$ cat src/rtl/ifu_fetch_pkg.sv
// Shared types and constants for the instruction fetch unit and its AXI-lite read master.
package ifu_fetch_pkg;

  localparam int AXI_ADDR_W = 32;
  localparam int AXI_DATA_W = 32;
  localparam int AXI_RESP_W = 2;

  localparam logic [31:0]           INST_NOP  = 32'h0000_0013;
  localparam logic [AXI_RESP_W-1:0] RESP_OKAY = 2'b00;

  typedef enum logic [1:0] {
    S_IDLE,
    S_REQ,
    S_OUT,
    S_WAIT
  } ifu_state_t;

  function automatic logic resp_is_err(input logic [AXI_RESP_W-1:0] resp);
    return resp != RESP_OKAY;
  endfunction

endpackage

$ cat src/rtl/ifu_fetch_if.sv
// AXI-lite read channel (AR + R) between a read master and a memory slave.
// A beat transfers on the rising clk edge where valid & ready are both 1; valid
// must not depend on ready, and payload is held stable while valid is high.
interface ifu_fetch_if;
  import ifu_fetch_pkg::*;

  logic [AXI_ADDR_W-1:0] araddr;
  logic                  arvalid;
  logic                  arready;
  logic [AXI_DATA_W-1:0] rdata;
  logic [AXI_RESP_W-1:0] rresp;
  logic                  rvalid;
  logic                  rready;

  modport master (
    output araddr, arvalid, rready,
    input  arready, rdata, rresp, rvalid
  );

  modport slave (
    input  araddr, arvalid, rready,
    output arready, rdata, rresp, rvalid
  );
endinterface

$ cat src/rtl/ifu_fetch_axi_lite_rd_master.sv
// Single-beat AXI-lite read master: issues one AR while start is high and
// captures the matching R beat; shared by the fetch and load paths.
module axi_lite_rd_master
  import ifu_fetch_pkg::*;
#(
  parameter logic [AXI_DATA_W-1:0] DATA_RST = INST_NOP
) (
  input  logic                  clk,
  input  logic                  rst_n,
  input  logic                  start,
  input  logic [AXI_ADDR_W-1:0] addr,
  output logic                  done,
  output logic [AXI_DATA_W-1:0] data,
  output logic [AXI_RESP_W-1:0] resp,
  ifu_fetch_if.master           axi
);

  logic ar_done;
  logic ar_fire;
  logic r_fire;

  // start must come from registered state so no input reaches arvalid/rready.
  assign axi.arvalid = start & ~ar_done;
  assign axi.araddr  = addr;
  assign axi.rready  = start;

  assign ar_fire = axi.arvalid & axi.arready;
  // An R beat only counts once its AR has been (or is being) accepted.
  assign r_fire  = axi.rvalid & axi.rready & (ar_done | ar_fire);
  assign done    = r_fire;

  always_ff @(posedge clk) begin
    if (!rst_n) begin
      ar_done <= 1'b0;
      data    <= DATA_RST;
      resp    <= RESP_OKAY;
    end else begin
      if (!start || r_fire) begin
        ar_done <= 1'b0;
      end else if (ar_fire) begin
        ar_done <= 1'b1;
      end
      if (r_fire) begin
        data <= axi.rdata;
        resp <= axi.rresp;
      end
    end
  end

`ifndef SYNTHESIS
  a_no_r_before_ar: assert property (@(posedge clk) disable iff (!rst_n)
    !(start && axi.rvalid && !ar_done && !ar_fire))
    else $error("rvalid asserted before AR handshake");
`endif

endmodule

$ cat src/rtl/ifu_fetch.sv
// Instruction fetch unit: holds the PC, reads one instruction per PC over
// AXI-lite, offers it to decode, then waits for writeback's next PC.
module ifu_fetch
  import ifu_fetch_pkg::*;
#(
  parameter logic [31:0] RESET_PC       = 32'h8000_0000,
  parameter logic [31:0] FETCH_ERR_INST = INST_NOP
) (
  input  logic        clk,
  input  logic        rst_n,
  ifu_fetch_if.master axi,
  output logic [31:0] inst,
  output logic [31:0] inst_pc,
  output logic        inst_err,
  output logic        inst_valid,
  input  logic        inst_ready,
  input  logic        wb_valid,
  input  logic [31:0] wb_dnpc,
  output ifu_state_t  state_dbg
);

  ifu_state_t state;
  ifu_state_t next_state;
  logic [31:0] pc;

  logic                  rd_start;
  logic                  rd_done;
  logic [AXI_DATA_W-1:0] rd_data;
  logic [AXI_RESP_W-1:0] rd_resp;

  assign rd_start = (state == S_REQ);

  axi_lite_rd_master #(
    .DATA_RST (INST_NOP)
  ) u_rd (
    .clk   (clk),
    .rst_n (rst_n),
    .start (rd_start),
    .addr  (pc),
    .done  (rd_done),
    .data  (rd_data),
    .resp  (rd_resp),
    .axi   (axi)
  );

  always_comb begin
    next_state = state;
    case (state)
      S_IDLE: next_state = S_REQ;
      S_REQ:  if (rd_done) next_state = S_OUT;
      S_OUT:  if (inst_ready) next_state = S_WAIT;
      S_WAIT: if (wb_valid) next_state = S_REQ;
      default: next_state = S_IDLE;
    endcase
  end

  always_ff @(posedge clk) begin
    if (!rst_n) begin
      state <= S_IDLE;
      pc    <= RESET_PC;
    end else begin
      state <= next_state;
      // The IFU never increments the PC itself; writeback supplies every next PC.
      if (state == S_WAIT && wb_valid) begin
        pc <= wb_dnpc;
      end
    end
  end

  assign inst_valid = (state == S_OUT);
  assign inst_err   = resp_is_err(rd_resp);
  assign inst       = resp_is_err(rd_resp) ? FETCH_ERR_INST : rd_data;
  assign inst_pc    = pc;
  assign state_dbg  = state;

`ifndef SYNTHESIS
  a_wb_ignored: assert property (@(posedge clk) disable iff (!rst_n)
    (wb_valid && state != S_WAIT) |=> (pc == $past(pc)))
    else $error("wb_valid outside S_WAIT altered pc");
`endif

endmodule

$ cat src/flat_wrapper.sv
// flat-port wrapper written by rule: the top's interface ports become plain ports
module ifu_fetch_flat import ifu_fetch_pkg::*;
#(
  parameter logic [31:0] RESET_PC       = 32'h8000_0000,
  parameter logic [31:0] FETCH_ERR_INST = INST_NOP
)
  (clk, rst_n, inst, inst_pc, inst_err, inst_valid, inst_ready, wb_valid, wb_dnpc, state_dbg, axi_araddr, axi_arvalid, axi_rready, axi_arready, axi_rdata, axi_rresp, axi_rvalid);
  ifu_fetch_if axi_i ();
  input  logic clk;
  input  logic rst_n;
  output logic [31:0] inst;
  output logic [31:0] inst_pc;
  output logic inst_err;
  output logic inst_valid;
  input  logic inst_ready;
  input  logic wb_valid;
  input  logic [31:0] wb_dnpc;
  output ifu_state_t state_dbg;
  output wire logic [$bits(axi_i.araddr)-1:0] axi_araddr;
  output wire logic [$bits(axi_i.arvalid)-1:0] axi_arvalid;
  output wire logic [$bits(axi_i.rready)-1:0] axi_rready;
  input wire logic [$bits(axi_i.arready)-1:0] axi_arready;
  input wire logic [$bits(axi_i.rdata)-1:0] axi_rdata;
  input wire logic [$bits(axi_i.rresp)-1:0] axi_rresp;
  input wire logic [$bits(axi_i.rvalid)-1:0] axi_rvalid;
  assign axi_araddr = axi_i.araddr;
  assign axi_arvalid = axi_i.arvalid;
  assign axi_rready = axi_i.rready;
  assign axi_i.arready = axi_arready;
  assign axi_i.rdata = axi_rdata;
  assign axi_i.rresp = axi_rresp;
  assign axi_i.rvalid = axi_rvalid;
  ifu_fetch #(.RESET_PC(RESET_PC), .FETCH_ERR_INST(FETCH_ERR_INST)) u_core (.clk(clk), .rst_n(rst_n), .axi(axi_i), .inst(inst), .inst_pc(inst_pc), .inst_err(inst_err), .inst_valid(inst_valid), .inst_ready(inst_ready), .wb_valid(wb_valid), .wb_dnpc(wb_dnpc), .state_dbg(state_dbg));
endmodule
$ cat config.mk
export PLATFORM = sky130hd
export DESIGN_NAME = ifu_fetch_flat
export DESIGN_NICKNAME = d
export VERILOG_FILES = /design/src/rtl/ifu_fetch_pkg.sv /design/src/rtl/ifu_fetch_if.sv /design/src/rtl/ifu_fetch_axi_lite_rd_master.sv /design/src/rtl/ifu_fetch.sv /design/src/flat_wrapper.sv
export SDC_FILE = /design/constraint.sdc
export NUM_CORES = 1
export LEC_CHECK = 0
export ABC_AREA = 1
export ABC_CLOCK_PERIOD_IN_PS = 2100
export CAP_MARGIN = 20
export CORE_MARGIN = 5
export CORE_UTILIZATION = 25
export CTS_CLUSTER_SIZE = 30
export DETAILED_ROUTE_END_ITERATION = 10
export PLACE_DENSITY = 0.66
export SYNTH_ARGS = -nofsm -noshare
export SYNTH_HDL_FRONTEND = slang
export SYNTH_HIERARCHICAL = 1
export SYNTH_SLANG_ARGS = --single-unit
$ cat constraint.sdc
create_clock -name clk -period 2.1 [get_ports clk]
set_input_delay 0.42 -clock clk [delete_from_list [all_inputs] [get_ports clk]]
set_output_delay 0.42 -clock clk [all_outputs]
set_load 0.005 [all_outputs]
---- Yosys cells after proc, flatten, opt, wreduce, memory -nomap -nowiden ----
Cells that the tools add are included.
storage, ports and cells
  register bits ........................... 69
  latch bits .............................. 0
  memory bits (writable) .................. 0
  ROM bits ................................ 0
  input bits .............................. 72
  output and inout port bits .............. 102
  logic and storage cells ................. 30
  memories ................................ 0
cells by class
  $add $sub $neg .......................... 0
  multiply operators ...................... 0
  div/mod/pow operators ................... 0
  magnitude comparators ................... 0
  equality and inequality tests ........... 6
  shift operators ......................... 0
  multiplexer cells ....................... 5
  bitwise gates (word level) .............. 7
  reductions and logical operators ........ 7
operators by type and width
  kind                number
  $mux 32             1
  $pmux 2 s4          1
  $mux 2              3
  $and 1x1->1         4
  $eq 2x2->1 const B  2
  $ne 2x1->1 const B  2
  $reduce_and 3->1    1
  $eq 2x1->1 const B  1
  $logic_not 2->1     1
  $ne 2x2->1 const B  1
  $not 1->1           2
  $reduce_bool 2->1   1
  $reduce_or 2->1     1
  $logic_and 1x1->1   1
  $logic_not 1->1     1
  $logic_or 1x1->1    1
  $or 1x1->1          1

---- Logic depth before layout (Yosys ltp) ----
Gate-level depths: netlist of the first run.
  depth after elaboration ................. 7
  depth in mapped cells ................... 13
  mapped depth without buffers ............ 12

---- By module ----
Netlist of the first run, hierarchy kept.
by module, submodules not included
  module              instances  cells an instance  area an instance (um^2)  seq. area each (um^2)
  axi_lite_rd_master  1          262                1835.5                   700.7
  ifu_fetch           1          230                1539.0                   680.7

---- Least setup slack after synthesis of the first run ----
No wires, ideal clock.
  path type ............................... reg2reg
  from .................................... reg u_core.state[1] (netlist: u_core/state_dbg[1])
  to ...................................... reg u_core.state[0] (netlist: u_core/state_dbg[0])
  library setup time ...................... 0.113 ns
  arrival ................................. 1.419 ns
  required time ........................... 1.987 ns
  setup slack ............................. 0.567 ns
  stages on the path, launching flop included .. 14
  buffers on the path ..................... 1
  period minus slack after synthesis ...... 1.533 ns
  cells stage by stage .................... dfxtp_1 > inv_1 > ha_1 > nand2_1 > nand2_1 > buf_6 > nand2_1 > inv_1 > inv_1 > nand2_1 > nand3_1 > nand2_1 > nand2_1 > nor2_1
between the ends
  longest elaborated chain between the ends .. 7
  elaborated cells on any way between the ends .. 14
  classes of those cells .................. 6 x eq/ne; 1 x mux; 5 x bitwise; 2 x reduce/logical
ends and longest elaborated chain
  item                                   line                                text
  start: declaration                     ifu_fetch.sv:22                     ifu_state_t state;
  start signal: assignment               ifu_fetch.sv:62                     state <= next_state;
  $eq 2x1->1 (*)                         ifu_fetch.sv:31                     assign rd_start = (state == S_REQ);
  via u_core.rd_start                    ifu_fetch.sv:26                     logic rd_start;
  $and 1x1->1                            ifu_fetch_axi_lite_rd_master.sv:23  assign axi.arvalid = start & ~ar_done;
  $and 1x1->1                            ifu_fetch_axi_lite_rd_master.sv:27  assign ar_fire = axi.arvalid & axi.arready;
  $or 1x1->1                             ifu_fetch_axi_lite_rd_master.sv:29  assign r_fire = axi.rvalid & axi.rready & (ar_done | ar_fire);
  $and 1x1->1 (*)                        ifu_fetch_axi_lite_rd_master.sv:29
  via u_core.rd_done                     ifu_fetch.sv:27                     logic rd_done;
  $ne 2x1->1 (no source line) (*)        -
  $reduce_and 3->1 (no source line) (*)  -
The timed path passes the listed nets; every way through them passes the cells marked *.
A chain may end at the register's enable or synchronous reset.

---- Final worst setup path of the first run ----
  from .................................... reg u_core.u_rd.resp[1]
  to ...................................... out inst[22]
between the ends
  longest elaborated chain between the ends .. 2
ends and longest elaborated chain
  item                      line                                text
  start: declaration        ifu_fetch_axi_lite_rd_master.sv:14  output logic [AXI_RESP_W-1:0] resp,
  start signal: assignment  ifu_fetch_axi_lite_rd_master.sv:45  resp <= axi.rresp;
  $reduce_bool 2->1         ifu_fetch_pkg.sv:19                 return resp != RESP_OKAY;
  $mux 32                   ifu_fetch.sv:72                     assign inst = resp_is_err(rd_resp) ? FETCH_ERR_INST : rd_data;
  end: declaration          flat_wrapper.sv:11                  output logic [31:0] inst;
Every way passes these cells.

==> impl_metrics.csv, run 1 <==
group,metric,value,unit
outcome,outcome,"finished, final reports clean",
clock_network,clk_pin_slew,0.06,ns
setup_path,worstPathRequired,1.68,ns
synth,synth_top_area_share,40.9,%
synth,yosysSeqAreaShare,40.9,%
setup_path,path_max_fanout,8,
synth,async_flop_share,0,%
detailed_routing,wl_per_cell,11.9,um
grt,grt_use_total,11.7,%
synth,synth_top_family_by_area,"simple AND/OR/NAND/NOR gates",
synth,synth_fa_ha_area_share,1.48,%
floorplan,core_area,13200,um2
timing,fin_skew,0.00442,ns
pwr,clockPowerShare,36.1,%
pwr,peakVddDrop,0.408,mV
pwr,p_comb_share,29.8,%
detailed_routing,dr.pass1.iters,4,
placement,hpwlAfterDp,6910,um
synth,muxShareOfSynthArea,0,%
detailed_routing,drt_wl_total,9560,um
pwr,p_leak,2.19,nW
synth,syn_inst,492,
setup_path,worst_setup_path_start_kind,"flop",
floorplan,rows,42,
setup_path,worstPathCellList,"nor2_1, inv_1, buf_4, nor2_1, clkdlybuf4s50_1",
clock_network,clk_path_buf_depth,2,
floorplan,initial_core_util,25.5,%
detailed_routing,drtAntennaViolNets,0,
placement,dpl_cell_area,4960,um2
pwr,swShare,28.6,%
clock_network,post_cts_buffers,0,
synth,synth_most_common_cell,"nor2_1",
grt,grt_max_degree,66,
clock_network,cts_hold_buf,0,
synth,yosysWarnings,6,
finish,fin_area,5310,um2
timing,hold_viol,0,
synth,synthesis.area,3370,um2
synth,ys_types,20,
setup_path,end_kind,"output pin",
timing,finalCriticalPeriod,2.00,ns
synth,synth-compound-area-share,9.20,%
synth,yosys.area.top_type,"dfxtp_1",
timing,max_freq,0.499,GHz
timing,fin_crit_sh,95.5,%
pwr,intPower,3.24,mW
timing,worst_slew_pin_slew,0.371,ns
timing,slew_violations,0,
timing,setup_tns,0,ns
clock_network,clkLatencyLatePin,0.32,ns
setup_path,cpMaxStageDelayCell,"clkdlybuf4s50_1",
pwr,p_per_area,855,nW/um2
detailed_routing,route.detailed.drc,0,
synth,ys_top_cells_by_count,"nor2_1 (128), inv_1 (72), dfxtp_1 (69)",
floorplan,die_h,126,um
setup_path,critPathKind,"flop to output pin",
synth,yosys.area_share.xor_xnor,0,%
finish,drive_above_1_share,5.89,%
synth,synthSimpleGateAreaFrac,26.4,%
placement,gp_congestion,0.743,
clock_network,cts-root-buf,"clkbuf_16",
synth,synth_edf_count,0,
clock_network,numClockSinks,69,
synth,synthTopCellsByArea,"dfxtp_1 (41%), nor2_1 (14%), inv_1 (8.0%)",
grt,grt_pass1_vias,3059,
finish,num-nets-final,699,
finish,area.growth.synth_to_final,57.4,%
timing,setup_viol,0,
finish,n_antenna_cell,0,
detailed_routing,via_per_inst,4.07,
setup_path,slowest_delay,0.54,ns
clock_network,cts_buffers,9,
finish,final_util,40.1,%
pwr,pwr-share-seq,34.1,%
placement,dp_cells,788,
synth,postSynthAreaPerCell,6.86,um2
grt,antenna_found_initial,0,
timing,rsz0062_at_grt,"false",
placement,portBuffers,173,
clock_network,tritoncts,"built",
floorplan,dieArea,15900,um2
flow_run,maxCapViolations,0,
clock_network,htree_levels,3,
worst_hold_path,hold_depth,2,
setup_path,arrival,1.58,ns
detailed_routing,drtIter0Drc,173,
setup_path,crit_cells,5,
grt,gr-total-overflow,0,
timing,final.setup.worst_slack,0.0950,ns
finish,fin_cells,804,
floorplan,die_x,126,um
grt,grt_pass1_wl,15200,um
worst_hold_path,hold_path.class,"flop to flop",
timing,slew_headroom,75.3,%
setup_path,critPathBufInv,3,
placement,post-place-ws,0.330,ns
synth,synth_flop_cell,"dfxtp_1",
floorplan,io_pins,174,
pwr,p_switching,1.30,mW
synth,synth-seq-cells,69,
synth,syn_nets,568,
setup_path,path_delay_family,"buffers and inverters",
setup_path,ff2ff_path_depth,8,
detailed_routing,vias,3274,
setup_path,cp_common_cell,"nor2_1",
-- power by group through the flow --
stage	Sequential, mW	Combinational (mW)	Clock, mW
6_report	1.55	1.35	1.64
5_1_grt	1.57	1.51	1.78
3_3_place_gp	1.57	1.35	0
3_5_place_dp	1.57	1.36	0
2_1_floorplan	1.56	0.796	0
4_1_cts	1.54	1.37	1.71
-- metal layers --
metal,global-route usage [%],vias up,share of wire (%)
met5,0,-,0
met4,3.47,0,0.86
met3,5.42,8,9.4
met2,17.2,130,44
met1,15.4,1418,46
li1,-,1718,-
-- metrics by stage --
stage               total power [mW]  hold slack (ns)
floorplan                       2.35            0.421
global placement                2.92            0.431
detailed placement              2.93            0.439
CTS                             4.62            0.454
global route                    4.85            0.483
finish                          4.54            0.448
-- worst reg2reg max path: stages, from the launching register on --
cell	delay (ns)
dfxtp_1	0.34
inv_2	0.10
ha_4	0.16
nand2_1	0.07
nand2_2	0.10
buf_12	0.26
nand3_1	0.15
nand2_1	0.08
nor2_1	0.04
-- cells in the final DEF, fill, tap and decap left out --
cell | netlist | routed
inv_2 | 1 | 2
buf_2 | 12 | 1
or2_2 | 3 | 3
nor2_1 | 128 | 127
inv_1 | 72 | 71
a21oi_1 | 31 | 31
nand2_1 | 48 | 47
dlymetal6s2s_1 | 0 | 3
nand2_2 | 1 | 2
bufinv_16 | 0 | 2
clkbuf_8 | 0 | 1
inv_6 | 0 | 1
dlygate4sd2_1 | 0 | 3
buf_6 | 10 | 1
clkdlybuf4s50_1 | 0 | 166
nor3_2 | 1 | 1
clkinv_4 | 0 | 1
o21ai_0 | 27 | 27
nor2_2 | 0 | 1
buf_4 | 35 | 7
ha_1 | 4 | 3
buf_12 | 0 | 2
inv_4 | 1 | 1
ha_4 | 0 | 1
nand3_1 | 39 | 39
clkbuf_16 | 0 | 9
dfxtp_1 | 69 | 69
clkinv_2 | 0 | 1
o21ai_1 | 4 | 4
clkbuf_1 | 1 | 1
-- flip-flops by register name, summed over array words and instances (netlist names) --
name                 count
u_core/inst_pc          32
u_core/u_rd/ar_done      1
u_core/state_dbg         2
u_core/u_rd/data        32
u_core/u_rd/resp         2
-- what timing repair did --
action,in CTS,in global routing
pin swaps,0,0
setup endpoints to repair,4,8
hold endpoints to repair,0,0
resized for setup,4,7
-- logic make-up after synthesis --
family / count (synthesis)
compound gates: 62
fa+ha+maj: 4
buf+inv: 137
flops: 69
simple gates: 220
-- worst paths after layout --
check                                         from                                to  slack, ns
setup / recovery  u_core/u_rd/resp[1]$_SDFFE_PN0P_                          inst[22]        0.1
hold / removal    u_core/u_rd/data[0]$_SDFFE_PN1P_  u_core/u_rd/data[0]$_SDFFE_PN1P_       0.45
setup reg to reg  u_core/state_dbg[1]$_SDFFE_PN0P_  u_core/u_rd/resp[0]$_SDFFE_PN0P_       0.69
hold reg to reg   u_core/u_rd/data[0]$_SDFFE_PN1P_  u_core/u_rd/data[0]$_SDFFE_PN1P_       0.45
-- layout make-up --
class	instances	area, um2
multi-input combinational	286	1270
sequential	69	1380
timing repair buffer	183	1830
fill	1446	7930
inverter	74	280
clock inverter	5	82.6
clock buffer	11	243
tap	176	220
No activity file was read; power rests on OpenSTA's default activity.
==> run 2, diff against run 1 <==
CORE_MARGIN = not set   (was 5)
==> run 2 against run 1 <==
  * Clock power is 7% higher
  * Critical endpoint is now inst[21]
  * Total power increased by 2.2%
  * Global-route usage rose by 1.4 points
  * Register-to-register slack worse by 0.03 ns
  * Final cell count down 0.37%
  * Core utilization is 0.35 points higher
  * Largest power group unchanged
==> impl_metrics.csv, run 2 (synthesis results as in run 1) <==
group,metric,value,unit
clock_network,clkLatencyLatePin,0.33,ns
setup_path,end_kind,"output pin",
grt,grt_pass1_wl,14600,um
pwr,total_power,4.64,mW
floorplan,rows,42,
placement,post-place-ws,0.323,ns
worst_hold_path,hold_path.class,"flop to flop",
detailed_routing,wl_per_cell,11.2,um
flow_run,maxCapViolations,0,
detailed_routing,vias,3268,
grt,gr-total-overflow,0,
pwr,p_leak,2.24,nW
floorplan,die_x,118,um
timing,slew_violations,0,
detailed_routing,drtIter0Drc,185,
clock_network,clk_pin_slew,0.05,ns
finish,drive_above_1_share,5.76,%
clock_network,cts_hold_buf,0,
grt,antenna_found_initial,0,
grt,grt_pass1_vias,3086,
setup_path,critPathBufInv,3,
grt,grt_max_degree,70,
clock_network,cts_buffers,9,
clock_network,numClockSinks,69,
timing,final.setup.worst_slack,0.0889,ns
detailed_routing,drtAntennaViolNets,0,
timing,hold_viol,0,
finish,layout.area.seq,1380,um2
finish,n_antenna_cell,0,
setup_path,critPathLaunch,"u_core/u_rd/resp[1]$_SDFFE_PN0P_",
setup_path,cp_common_cell,"nor2_1",
placement,portBuffers,173,
finish,final_common_cell,"clkdlybuf4s50_1",
detailed_routing,drt_wl_total,8950,um
pwr,peakVddDrop,0.426,mV
setup_path,cpMaxStageDelayCell,"clkdlybuf4s50_1",
clock_network,clk_path_buf_depth,2,
timing,setup_tns,0,ns
setup_path,worstPathCellList,"nor2_1, inv_2, buf_4, nor2_1, clkdlybuf4s50_1",
timing,slew_headroom,78.2,%
outcome,outcome,"finished, final reports clean",
finish,fillerInstances,1388,
floorplan,die_h,118,um
finish,multi_input_area,1270,um2
setup_path,worstPathRequired,1.68,ns
timing,setup_viol,0,
finish,num-nets-final,696,
finish,area.growth.synth_to_final,58.1,%
setup_path,slowest_delay,0.52,ns
timing,max_freq,0.497,GHz
timing,fin_crit_sh,95.8,%
setup_path,critPathKind,"flop to output pin",
placement,hpwlAfterDp,6090,um
placement,dp_cells,785,
setup_path,path_max_fanout,7,
floorplan,core_area,13200,um2
clock_network,cts-root-buf,"clkbuf_16",
detailed_routing,dr.pass1.iters,4,
finish,fin_cells,801,
grt,grt_use_total,13.1,%
timing,finalCriticalPeriod,2.01,ns
pwr,p_per_area,869,nW/um2
setup_path,arrival,1.59,ns
floorplan,dieArea,14000,um2
placement,gp_congestion,0.733,
timing,worst_slew_pin_slew,0.326,ns
worst_hold_path,hp-start,"u_core/u_rd/data[20]$_SDFFE_PN0P_",
clock_network,htree_levels,3,
finish,layout_common_cells,"clkdlybuf4s50_1 (164), nor2_1 (128), inv_1 (70)",
timing,rsz0062_at_grt,"false",
detailed_routing,route.detailed.drc,0,
floorplan,io_pins,174,
clock_network,tritoncts,"built",
setup_path,worst_setup_path_start_kind,"flop",
timing,fin_skew,0.00542,ns
setup_path,path_delay_family,"buffers and inverters",
floorplan,initial_core_util,25.6,%
detailed_routing,via_per_inst,4.08,
setup_path,rr_startpoint,"u_core/state_dbg[1]$_SDFFE_PN0P_",
==> run 2: cell type report <==
class                           instances  share of cell area (%)
Inverter                               74                    5.25
Timing Repair Buffer                  180                    34.4
Clock buffer                           10                    4.48
Clock inverter                          6                    2.06
Tap cell                              176                    4.13
Sequential cell                        69                    25.9
Multi-Input combinational cell        286                    23.7
==> run 2: tightest hold or removal path, stage by stage, from the launching register on <==
cell and delay, ns:
dfxtp_1 0.32, a21oi_1 0.04, nor2_1 0.08
==> run 2: report_power, final <==
part	total (mW)	leakage [nW]	switching, mW	internal (mW)
clock	1.75	0.165	0.559	1.19
sequential	1.56	0.559	0.113	1.45
combinational	1.33	1.52	0.618	0.714
==> run 2: metrics by stage <==
stage,util [%],instance area (um2),hold WS [ns]
finish,40.4,5340,0.480
global placement,37.5,4950,0.462
floorplan,-,3370,0.421
global route,40.4,5340,0.509
detailed placement,37.5,4950,0.470
CTS,40.2,5300,0.485
==> run 2: path summary, 6_finish.rpt <==
path	cells past startpoint	slack (ns)	endpoint
max reg2reg	12	0.66	u_core/state_dbg[1]$_SDFFE_PN0P_
max	5	0.09	inst[21]
min reg2reg	2	0.48	u_core/u_rd/data[20]$_SDFFE_PN0P_
min	2	0.48	u_core/u_rd/data[20]$_SDFFE_PN0P_
==> run 2: routing by layer <==
layer  GRT usage [%]  share of wire, %
met1            16.2                46
met2            21.2                44
met3            4.54               9.5
met4            4.09              0.60
met5               0                 0
==> run 2: repair_timing <==
| action | in CTS | in global routing |
|---|---|---|
| endpoints found under the setup margin | 3 | 21 |
| buffers inserted | 0 | 0 |
| gates resized for setup | 3 | 12 |
==> run 3, diff against run 2 <==
CORE_UTILIZATION = 40   (was 25)
PLACE_DENSITY = 0.92   (was 0.66)
==> run 3 against run 2 <==
  * Clock skew is 0.0032 ns higher
  * Sequential power hardly changed
  * Non-clock buffer count is 1 lower
==> impl_metrics.csv, run 3 (synthesis results as in run 1) <==
group,metric,value,unit
timing,hold_viol,0,
setup_path,worst_setup_path_start_kind,"flop",
placement,hpwlAfterDp,6730,um
clock_network,clkLatencyLatePin,0.34,ns
setup_path,arrival,1.60,ns
worst_hold_path,hp-start,"u_core/u_rd/data[4]$_SDFFE_PN1P_",
pwr,p_per_area,815,nW/um2
grt,antenna_found_initial,0,
clock_network,clk_path_buf_depth,2,
detailed_routing,via_per_inst,4.68,
placement,gp_congestion,0.775,
detailed_routing,vias,3414,
detailed_routing,met2_length,4700,um
detailed_routing,top_layer,"met4",
timing,setup_tns,0,ns
placement,dpl_cell_area,4860,um2
finish,area.growth.synth_to_final,53.5,%
finish,fin_area,5180,um2
flow_run,maxCapViolations,0,
setup_path,path_max_fanout,6,
detailed_routing,wl_per_cell,12.8,um
grt,grt_max_degree,67,
setup_path,rr_startpoint,"u_core/state_dbg[1]$_SDFFE_PN0P_",
timing,finalCriticalPeriod,2.02,ns
pwr,peakVddDrop,0.489,mV
floorplan,die_h,93.9,um
timing,setup_viol,0,
clock_network,numClockSinks,69,
outcome,outcome,"finished, final reports clean",
grt,gr-total-overflow,0,
setup_path,worstPathRequired,1.68,ns
detailed_routing,met3_length,822,um
floorplan,dieArea,8810,um2
floorplan,io_pins,174,
finish,num-nets-final,695,
worst_hold_path,hold_depth,2,
setup_path,ff2ff_path_depth,12,
worst_hold_path,min_delay_worst_endpoint,"u_core/u_rd/data[4]$_SDFFE_PN1P_",
timing,max_freq,0.495,GHz
worst_hold_path,hold_path.class,"flop to flop",
grt,grt_use_total,20.1,%
finish,final_common_cell,"clkdlybuf4s50_1",
detailed_routing,drtAntennaViolNets,0,
setup_path,r2r_setup_slack,0.68,ns
setup_path,r2r_end,"u_core/state_dbg[0]$_SDFFE_PN0P_",
setup_path,end_kind,"output pin",
floorplan,initial_core_util,41.3,%
clock_network,htree_levels,3,
floorplan,rows,33,
timing,slew_headroom,67.8,%
clock_network,clk_pin_slew,0.07,ns
timing,worst_slew_pin_slew,0.483,ns
finish,n_antenna_cell,0,
clock_network,cts_hold_buf,0,
timing,slew_violations,0,
grt,grt_pass1_vias,2982,
detailed_routing,met1_length,3550,um
detailed_routing,drt_wl_total,9310,um
setup_path,critPathKind,"flop to output pin",
floorplan,core_area,8180,um2
timing,fin_crit_sh,96.2,%
timing,fin_skew,0.00866,ns
clock_network,cts_buffers,9,
finish,drive_above_1_share,5.77,%
detailed_routing,dr.pass1.iters,4,
finish,layout_common_cells,"clkdlybuf4s50_1 (150), nor2_1 (128), inv_1 (70)",
floorplan,die_x,93.9,um
detailed_routing,drtIter0Drc,106,
grt,grt_pass1_wl,13700,um
pwr,p_leak,2.50,nW
detailed_routing,route.detailed.drc,0,
timing,rsz0062_at_grt,"false",
placement,portBuffers,173,
clock_network,cts-root-buf,"clkbuf_8",
clock_network,tritoncts,"built",
run 3: changes by cell type in the layout (fill, tap and decap cells not counted):
cell             change
buf_4                -1
clkbuf_16            -9
clkbuf_8             +8
clkdlybuf4s50_1     -14
clkinv_4             +1
clkinvlp_4           -2
dfxtp_1              -1
dfxtp_2              +1
dlygate4sd2_1        -2
dlymetal6s2s_1      +16
inv_6                +2
run 3: worst max-delay path by stage:
stage                                           from                          endpoint  slack (ns)  cells after the start
detailed placement  u_core/state_dbg[1]$_SDFFE_PN0P_                       axi_arvalid        0.32                      5
CTS                 u_core/u_rd/resp[1]$_SDFFE_PN0P_                           inst[7]        0.01                      5
global route        u_core/u_rd/resp[1]$_SDFFE_PN0P_                          inst[20]       0.003                      5
global placement    u_core/state_dbg[1]$_SDFFE_PN0P_                       axi_arvalid        0.38                      5
finish              u_core/u_rd/resp[1]$_SDFFE_PN0P_                           inst[1]        0.08                      4
floorplan           u_core/state_dbg[1]$_SDFFE_PN0P_  u_core/state_dbg[0]$_SDFFE_PN0P_        0.57                     13
run 3: worst max-delay path, cell delays in order, from the launching register on:
cell and delay [ns]:
dfxtp_1 0.32, nor2_1 0.12, inv_2 0.08, or2_2 0.30
clkdlybuf4s50_1 0.46
run 3: metal layers:
metal	vias to the layer above	global-route usage (%)
met5	-	0
met4	0	9.49
met3	20	5.50
met2	153	36.1
met1	1526	21.8
li1	1715	-
run 3: layout make-up:
type                       instances  area (um2)
clock buffer                       9         124
clock inverter                     7         121
fill                             689        3000
inverter                          74         280
multi-input combinational        286        1270
sequential                        69        1380
tap                              105         131
timing repair buffer             179        1870
run 3: stage by stage:
stage	hold slack, ns	setup slack [ns]	util (%)	power [mW]	instances
6_report	0.459	0.0789	63.3	4.22	729
5_1_grt	0.472	0.00258	63.3	4.45	729
4_1_cts	0.464	0.0102	62.6	4.25	729
3_5_place_dp	0.446	0.317	59.4	2.91	713
3_3_place_gp	0.441	0.383	59.4	2.86	713
2_1_floorplan	0.421	0.567	-	2.35	492
run 3: what timing repair did:
action                     CTS  global route
setup endpoints to repair    4            29
setup buffers                0             0
resized for setup            3            27
run 3: power by group:
group	internal, mW	leakage, nW	switching [mW]
sequential	1.45	0.559	0.109
combinational	0.710	1.81	0.640
clock	0.797	0.124	0.519
